`config.mk`:
```
export PLATFORM = sky130hd
export DESIGN_NAME = serial_add_ctrl_flat
export DESIGN_NICKNAME = d
export VERILOG_FILES = /design/src/rtl/serial_add_ctrl_if.sv /design/src/rtl/serial_add_ctrl.sv /design/src/flat_wrapper.sv
export SDC_FILE = /design/constraint.sdc
export NUM_CORES = 1
export LEC_CHECK = 0
export ABC_CLOCK_PERIOD_IN_PS = 1350
export CELL_PAD_IN_SITES_DETAIL_PLACEMENT = 1
export CELL_PAD_IN_SITES_GLOBAL_PLACEMENT = 2
export CORE_ASPECT_RATIO = 1.25
export CORE_MARGIN = 3
export CORE_UTILIZATION = 23
export DETAILED_ROUTE_END_ITERATION = 12
export PLACE_DENSITY = 0.83
export SLEW_MARGIN = 20
export SYNTH_ARGS = -nofsm -noshare
export SYNTH_HDL_FRONTEND = slang
export SYNTH_SLANG_ARGS = --single-unit
```
`constraint.sdc`:
```
create_clock -name clk -period 1.35 [get_ports clk]
set_input_delay 0.27 -clock clk [delete_from_list [all_inputs] [get_ports clk]]
set_output_delay 0.27 -clock clk [all_outputs]
set_load 0.01 [all_outputs]
```
`src/rtl/serial_add_ctrl_if.sv`:
```
// Operand/result handshake bundle for the bit-serial adder controller.
// master = operand source/result sink, slave = controller.
interface serial_add_ctrl_if #(
  parameter int W = 4
);
  logic         in_valid;
  logic         in_ready;
  logic [W-1:0] in_a;
  logic [W-1:0] in_b;
  logic         in_cin;
`ifdef SERIAL_ADD_SUB_EN
  logic         in_sub;
`endif
  logic         res_valid;
  logic         res_ready;
  logic [W-1:0] sum;
  logic         cout;

`ifdef SERIAL_ADD_SUB_EN
  modport master (
    output in_valid, in_a, in_b, in_cin, in_sub, res_ready,
    input  in_ready, res_valid, sum, cout
  );
  modport slave (
    input  in_valid, in_a, in_b, in_cin, in_sub, res_ready,
    output in_ready, res_valid, sum, cout
  );
`else
  modport master (
    output in_valid, in_a, in_b, in_cin, res_ready,
    input  in_ready, res_valid, sum, cout
  );
  modport slave (
    input  in_valid, in_a, in_b, in_cin, res_ready,
    output in_ready, res_valid, sum, cout
  );
`endif
endinterface

```
`src/rtl/serial_add_ctrl.sv`:
```
// Bit-serial adder sequencer: feeds one external full adder LSB-first.
// Ports: clk, rst_n (sync, active low), bus (operands/result), busy,
// fa_a/fa_b/fa_cin to the adder cell, fa_s/fa_cout back from it.
// Optional SERIAL_ADD_SUB_EN adds bus.in_sub for A-B (A+~B+1).
module serial_add_ctrl #(
  parameter int W = 4
) (
  input  logic             clk,
  input  logic             rst_n,
  serial_add_ctrl_if.slave bus,
  output logic             busy,
  output logic             fa_a,
  output logic             fa_b,
  output logic             fa_cin,
  input  logic             fa_s,
  input  logic             fa_cout
);
  localparam int IW = (W > 1) ? $clog2(W) : 1;
  localparam logic [IW-1:0] LAST = IW'(W - 1);

  localparam logic [1:0] S_IDLE = 2'd0;
  localparam logic [1:0] S_RUN  = 2'd1;
  localparam logic [1:0] S_DONE = 2'd2;

  logic [1:0]    state;
  logic [IW-1:0] idx;
  logic [W-1:0]  a_q;
  logic [W-1:0]  b_q;
  logic [W-1:0]  sum_q;
  logic          carry_q;
  logic          sub_q;
  logic          sub_in;

  logic st_idle;
  logic st_run;
  logic st_done;

  assign st_idle = (state == S_IDLE);
  assign st_run  = (state == S_RUN);
  assign st_done = (state == S_DONE);

`ifdef SERIAL_ADD_SUB_EN
  assign sub_in = bus.in_sub;
`else
  assign sub_in = 1'b0;
`endif

  always_ff @(posedge clk) begin
    if (!rst_n) begin
      state   <= S_IDLE;
      idx     <= '0;
      a_q     <= '0;
      b_q     <= '0;
      sum_q   <= '0;
      carry_q <= 1'b0;
      sub_q   <= 1'b0;
    end else begin
      unique case (1'b1)
        st_idle: begin
          if (bus.in_valid) begin
            a_q     <= bus.in_a;
            b_q     <= bus.in_b;
            sub_q   <= sub_in;
            // subtract seeds the +1 of two's complement
            carry_q <= sub_in ? 1'b1 : bus.in_cin;
            idx     <= '0;
            sum_q   <= '0;
            state   <= S_RUN;
          end
        end
        st_run: begin
          sum_q[idx] <= fa_s;
          carry_q    <= fa_cout;
          if (idx == LAST) state <= S_DONE;
          else             idx   <= idx + 1'b1;
        end
        st_done: begin
          if (bus.res_ready) state <= S_IDLE;
        end
        default: state <= S_IDLE;
      endcase
    end
  end

  assign bus.in_ready  = st_idle;
  assign bus.res_valid = st_done;
  assign bus.sum       = st_done ? sum_q : '0;
  assign bus.cout      = st_done & carry_q;
  assign busy          = st_run;
  assign fa_a          = st_run & a_q[idx];
  assign fa_b          = st_run & (b_q[idx] ^ sub_q);
  assign fa_cin        = st_run & carry_q;
endmodule
```
`src/flat_wrapper.sv`:
```
// flat-port wrapper written by rule: the top's interface ports become plain ports
module serial_add_ctrl_flat 
#(
  parameter int W = 4
)
  (clk, rst_n, busy, fa_a, fa_b, fa_cin, fa_s, fa_cout, bus_in_valid, bus_in_a, bus_in_b, bus_in_cin, bus_res_ready, bus_in_ready, bus_res_valid, bus_sum, bus_cout);
  serial_add_ctrl_if #(.W(W)) bus_i ();
  input  logic clk;
  input  logic rst_n;
  output logic busy;
  output logic fa_a;
  output logic fa_b;
  output logic fa_cin;
  input  logic fa_s;
  input  logic fa_cout;
  input wire logic [$bits(bus_i.in_valid)-1:0] bus_in_valid;
  input wire logic [$bits(bus_i.in_a)-1:0] bus_in_a;
  input wire logic [$bits(bus_i.in_b)-1:0] bus_in_b;
  input wire logic [$bits(bus_i.in_cin)-1:0] bus_in_cin;
  input wire logic [$bits(bus_i.res_ready)-1:0] bus_res_ready;
  output wire logic [$bits(bus_i.in_ready)-1:0] bus_in_ready;
  output wire logic [$bits(bus_i.res_valid)-1:0] bus_res_valid;
  output wire logic [$bits(bus_i.sum)-1:0] bus_sum;
  output wire logic [$bits(bus_i.cout)-1:0] bus_cout;
  assign bus_i.in_valid = bus_in_valid;
  assign bus_i.in_a = bus_in_a;
  assign bus_i.in_b = bus_in_b;
  assign bus_i.in_cin = bus_in_cin;
  assign bus_i.res_ready = bus_res_ready;
  assign bus_in_ready = bus_i.in_ready;
  assign bus_res_valid = bus_i.res_valid;
  assign bus_sum = bus_i.sum;
  assign bus_cout = bus_i.cout;
  serial_add_ctrl #(.W(W)) u_core (.clk(clk), .rst_n(rst_n), .bus(bus_i), .busy(busy), .fa_a(fa_a), .fa_b(fa_b), .fa_cin(fa_cin), .fa_s(fa_s), .fa_cout(fa_cout));
endmodule
```
# Word level (Yosys, flattened, before mapping)

Cells that the tools add are included.

Mux-type cells: 19
Add/sub/neg operators: 1
Equality and inequality tests: 7
$lt $le $gt $ge: 2
Bitwise operators: 4
Reductions and logical operators: 7

Operator list:

| operator            | count |
|---|---|
| $mux 2              | 5 |
| $mux 4              | 2 |
| $ne 2x2->1 const B  | 4 |
| $pmux 4 s2          | 1 |
| $pmux 2 s3          | 1 |
| $reduce_and 3->1    | 2 |
| $and 1x1->1         | 4 |
| $bmux 1 s2          | 2 |
| $bwmux 4            | 1 |
| $eq 2x2->1 const B  | 2 |
| $mux 1              | 4 |
| $pmux 2 s2          | 1 |
| $reduce_and 2->1    | 2 |
| $lt 2x3->1 const B  | 1 |
| $add 2x1->2 const B | 1 |
| $demux 1 s2         | 1 |
| $eq 2x1->1 const B  | 1 |
| $ge 2x1->1 const B  | 1 |
| $logic_not 2->1     | 1 |
| $pmux 1 s2          | 1 |
| $reduce_bool 2->1   | 1 |
| $logic_and 1x1->1   | 1 |

Bits of input ports: 15
Output and inout bits: 11
Flip-flop bits (word level): 17
Logic and storage cells: 46

# Longest topological paths before layout

Depth in word-level cells: 6
Gate-level depth with buffers: 5
Gate-level depth less buffers: 5

# Worst setup path after synthesis

OpenSTA, ideal clock, no wires.

Path kind: register -> output
From: register u_core.idx[0]
To: output fa_a
Data arrival time: 1,122 ps
Data required time: 1,080 ps
Stages on the path, launching flop included: 3
Buffers on the path: 0
Slack: -42 ps
Cell sequence: dfxtp_1 -> mux4_2 -> and3_1

Word-level cells in the longest chain between the ends: 3

Ends and longest elaborated chain:

| item                         | line                  | text |
|---|---|---|
| from (decl)                  | serial_add_ctrl.sv:26 | `logic [IW-1:0] idx;` |
| from (signal assigned)       | serial_add_ctrl.sv:75 | `else idx <= idx + 1'b1;` |
| $bmux 1 s2                   | serial_add_ctrl.sv:90 | `assign fa_a = st_run & a_q[idx];` |
| $mux 1 (implied by the code) | serial_add_ctrl.sv:90 |  |
| $and 1x1->1                  | serial_add_ctrl.sv:90 |  |
| to (decl)                    | flat_wrapper.sv:11    | `output logic fa_a;` |

Every way passes these cells. The select of a mux whose other input is x is not followed.

# Final worst setup path

Same ends and word-level chain as after synthesis.

==> reports/results.ini <==
[run_status]
status=finished, violations left
violations=negative setup slack

[yosys]
ys_warn_count=0
synth_seq_area_share=0.389
synthCells=105
syn_area_um2=876
synth_cell_types=28
syn_avg_cell_area_um2=8.34
ys_ff_latch=17
synth_nets=124

[floorplan]
core_area_um2=3570
start_util=0.245
dieArea_um2=4590
die_h_um=75.0
io_pins=26
die_w_um=61.2
rows=24

[layout]
areaGrowthSynthToFinish_pct=69.6
fin_nets=173
post-route-util=0.416
finalNonFillerCells=192
drive_gt1_frac=0.438
num_antenna_cells=0

[placed_design]
portBuffers=25
globalplace.congestion=0.706
dp_cells=179
dp.final_hpwl_um=1930

[timing]
clock-skew-final_ns=0.00703
min_period_ns=1.63
timing.final.crit_share=1.20
slew_headroom=0.862
setup_ws_ns=-0.276
rsz0062_at_grt=yes
setup_viol=11
hold_viol=0
max_freq_mhz=615
whs_ns=0.454
slew_viol_final=0
tightest_slew_ns=0.207

[global_routing]
first_global_vias=987
overflow=0
grt_pass1_wl_um=4400
grt_max_degree=10
antenna_found_initial=0
track_usage=0.128

[clock_tree]
cts_tree=done
cts-root-buf=clkbuf_8
htreeDepth=1
clk_latency_ns=0.26
clk_path_buf_depth=2
cts.sinks=17
cts_buffers=3
clk_pin_slew_ns=0.07

[detailed_routing]
drt_first_pass_iters=3
drc_errors=0
wire_per_inst_um=14.7
via_count=933
drt_iter0_markers=17
ant_nets=0
vias_per_cell=4.86
drt-total-wl_um=2820

[critical_path]
critical_path_class=reg -> out
rrSetupSlack_ns=-0.02
cp-end-kind=primary output
reg2reg_to=u_core.idx[1]
worst_r2r_path_depth=5
crit_required_ns=1.08
cp-startpoint=u_core.idx[0]
critPathMaxFanout=2
start_kind=flop
timing.rr.start=u_core.state[0]
crit_arrival_ns=1.36
critical_path.endpoint=fa_a

[power]
p_sw_frac=0.270
power_switching_mw=0.328
leakage_nw=0.625
seq_power_share=0.450
ir_worst_vdd_mv=0.432
power.total_mw=1.21
power_frac_clock=0.331
power.density_nw_per_um2=817
p_int_mw=0.886
comb_power_share=0.219

[job]
drv_cap=0

[worst_hold_path]
hold_path_class=reg -> reg

-- logic make-up (layout without fill, tap and decap cells) --
kind of cell             Yosys count  after routing  synth area share
AO/OA/AOI/OAI                     20             20             0.130
adder cells (fa/ha/maj)            4              4            0.0571
buffers and inverters             13             60            0.0757
flip-flops                        17             17             0.389
multiplexers                       2              2            0.0514
AND/OR/NAND/NOR                   49             50             0.297
-- cells in the final DEF (no fill, tap or decap), types with 2 or more instances in the layout --
master	Yosys	routed
or3b_4	1	3
and3_4	0	3
buf_4	0	17
ha_1	4	3
and2_4	0	4
o21ai_0	2	2
clkdlybuf4s50_1	0	13
a21oi_1	9	8
dfxtp_2	0	3
nor2b_4	0	2
nand4_1	3	3
nand2_2	0	2
nand3b_1	4	4
inv_1	7	5
mux4_2	2	2
dfxtp_1	17	13
nand2_1	21	18
nor2_1	4	3
clkbuf_8	0	3
buf_2	2	3
buf_6	2	13
o21ai_1	3	3
-- routing by layer --
metal  up-vias  GRT usage  share of wire
met3         2     0.0172          0.038
met5         -          0              0
met1       452      0.136           0.40
met4         0     0.0482         0.0075
li1        458          -              -
met2        21      0.246           0.56
-- cell usage after synthesis --
| master | instances | area share |
|---|---|---|
| nand2_1 | 21 | 0.090 |
| dfxtp_1 | 17 | 0.39 |
| a21oi_1 | 9 | 0.051 |
| inv_1 | 7 | 0.030 |
| and2_1 | 5 | 0.036 |
| ha_1 | 4 | 0.057 |
| nand3b_1 | 4 | 0.034 |
| nor2_1 | 4 | 0.017 |
| and3_1 | 3 | 0.021 |
| nand4_1 | 3 | 0.021 |
| nor2b_1 | 3 | 0.021 |
| o21ai_1 | 3 | 0.017 |
| buf_2 | 2 | 0.011 |
| buf_6 | 2 | 0.026 |
| clkbuf_1 | 2 | 0.0086 |
| mux4_2 | 2 | 0.051 |
| o21ai_0 | 2 | 0.011 |
| o22ai_1 | 2 | 0.014 |
| a221oi_1 | 1 | 0.010 |
| a22oi_1 | 1 | 0.0086 |
| a31oi_1 | 1 | 0.0071 |
| nand2b_1 | 1 | 0.0071 |
| nand3_1 | 1 | 0.0057 |
| nor3_1 | 1 | 0.0057 |
| nor3b_2 | 1 | 0.014 |
| o32ai_1 | 1 | 0.010 |
| or3b_2 | 1 | 0.010 |
| or3b_4 | 1 | 0.013 |
-- state kept, by name, summed over array words and instances, names as in the netlist --
signal	count
u_core.idx	2
u_core.a_q	4
u_core.b_q	4
u_core.state	2
u_core.sum_q	4
u_core.carry_q	1
-- power groups by stage --
stage / clock network (mW) / logic (mW) / registers (mW)
final: 0.402 / 0.266 / 0.546
after global routing: 0.429 / 0.290 / 0.549
after CTS: 0.407 / 0.246 / 0.545
after detailed placement: 0 / 0.229 / 0.557
after global placement: 0 / 0.221 / 0.555
after floorplan: 0 / 0.113 / 0.553
-- how the worst min path moves through the flow --
stage                  startpoint       endpoint  slack (ns)  cells past startpoint
global route        u_core.a_q[3]  u_core.a_q[3]        0.47                      2
global placement    u_core.b_q[3]  u_core.b_q[3]        0.44                      2
CTS                 u_core.a_q[3]  u_core.a_q[3]        0.46                      2
detailed placement  u_core.a_q[3]  u_core.a_q[3]        0.45                      2
floorplan             bus_in_a[0]  u_core.a_q[0]        0.41                      2
finish              u_core.a_q[3]  u_core.a_q[3]        0.45                      2
-- metrics by stage --
step / cell area, um^2 / TNS (ns) / setup slack [ns]
5_1_grt: 1490 / -1.43 / -0.309
3_3_place_gp: 1260 / -4.98 / -0.384
2_1_floorplan: 878 / 0 / 0.0207
3_5_place_dp: 1260 / -5.23 / -0.400
4_1_cts: 1390 / -1.07 / -0.293
6_report: 1490 / -0.871 / -0.276
-- timing repair --
item | in CTS | in global routing
buffers inserted | 6 | 3
setup endpoints to repair | 20 | 20
cloned | 1 | 0
resized for setup | 67 | 23
hold buffers | 0 | 0
pin swaps | 7 | 14
-- area by class of cell --
cell class	instances	area, um^2
Inverter	7	33.8
Fill cell	427	2090
Timing Repair Buffer	49	452
Tap cell	39	48.8
Clock buffer	4	45.0
Sequential cell	17	348
Multi-Input combinational cell	76	558
-- critical path, stage by stage, from the launching register on --
cell,delay (ns)
dfxtp_2,0.34
mux4_2,0.49
and3_4,0.16
buf_6,0.11
Power figures use the tool's default switching activity.
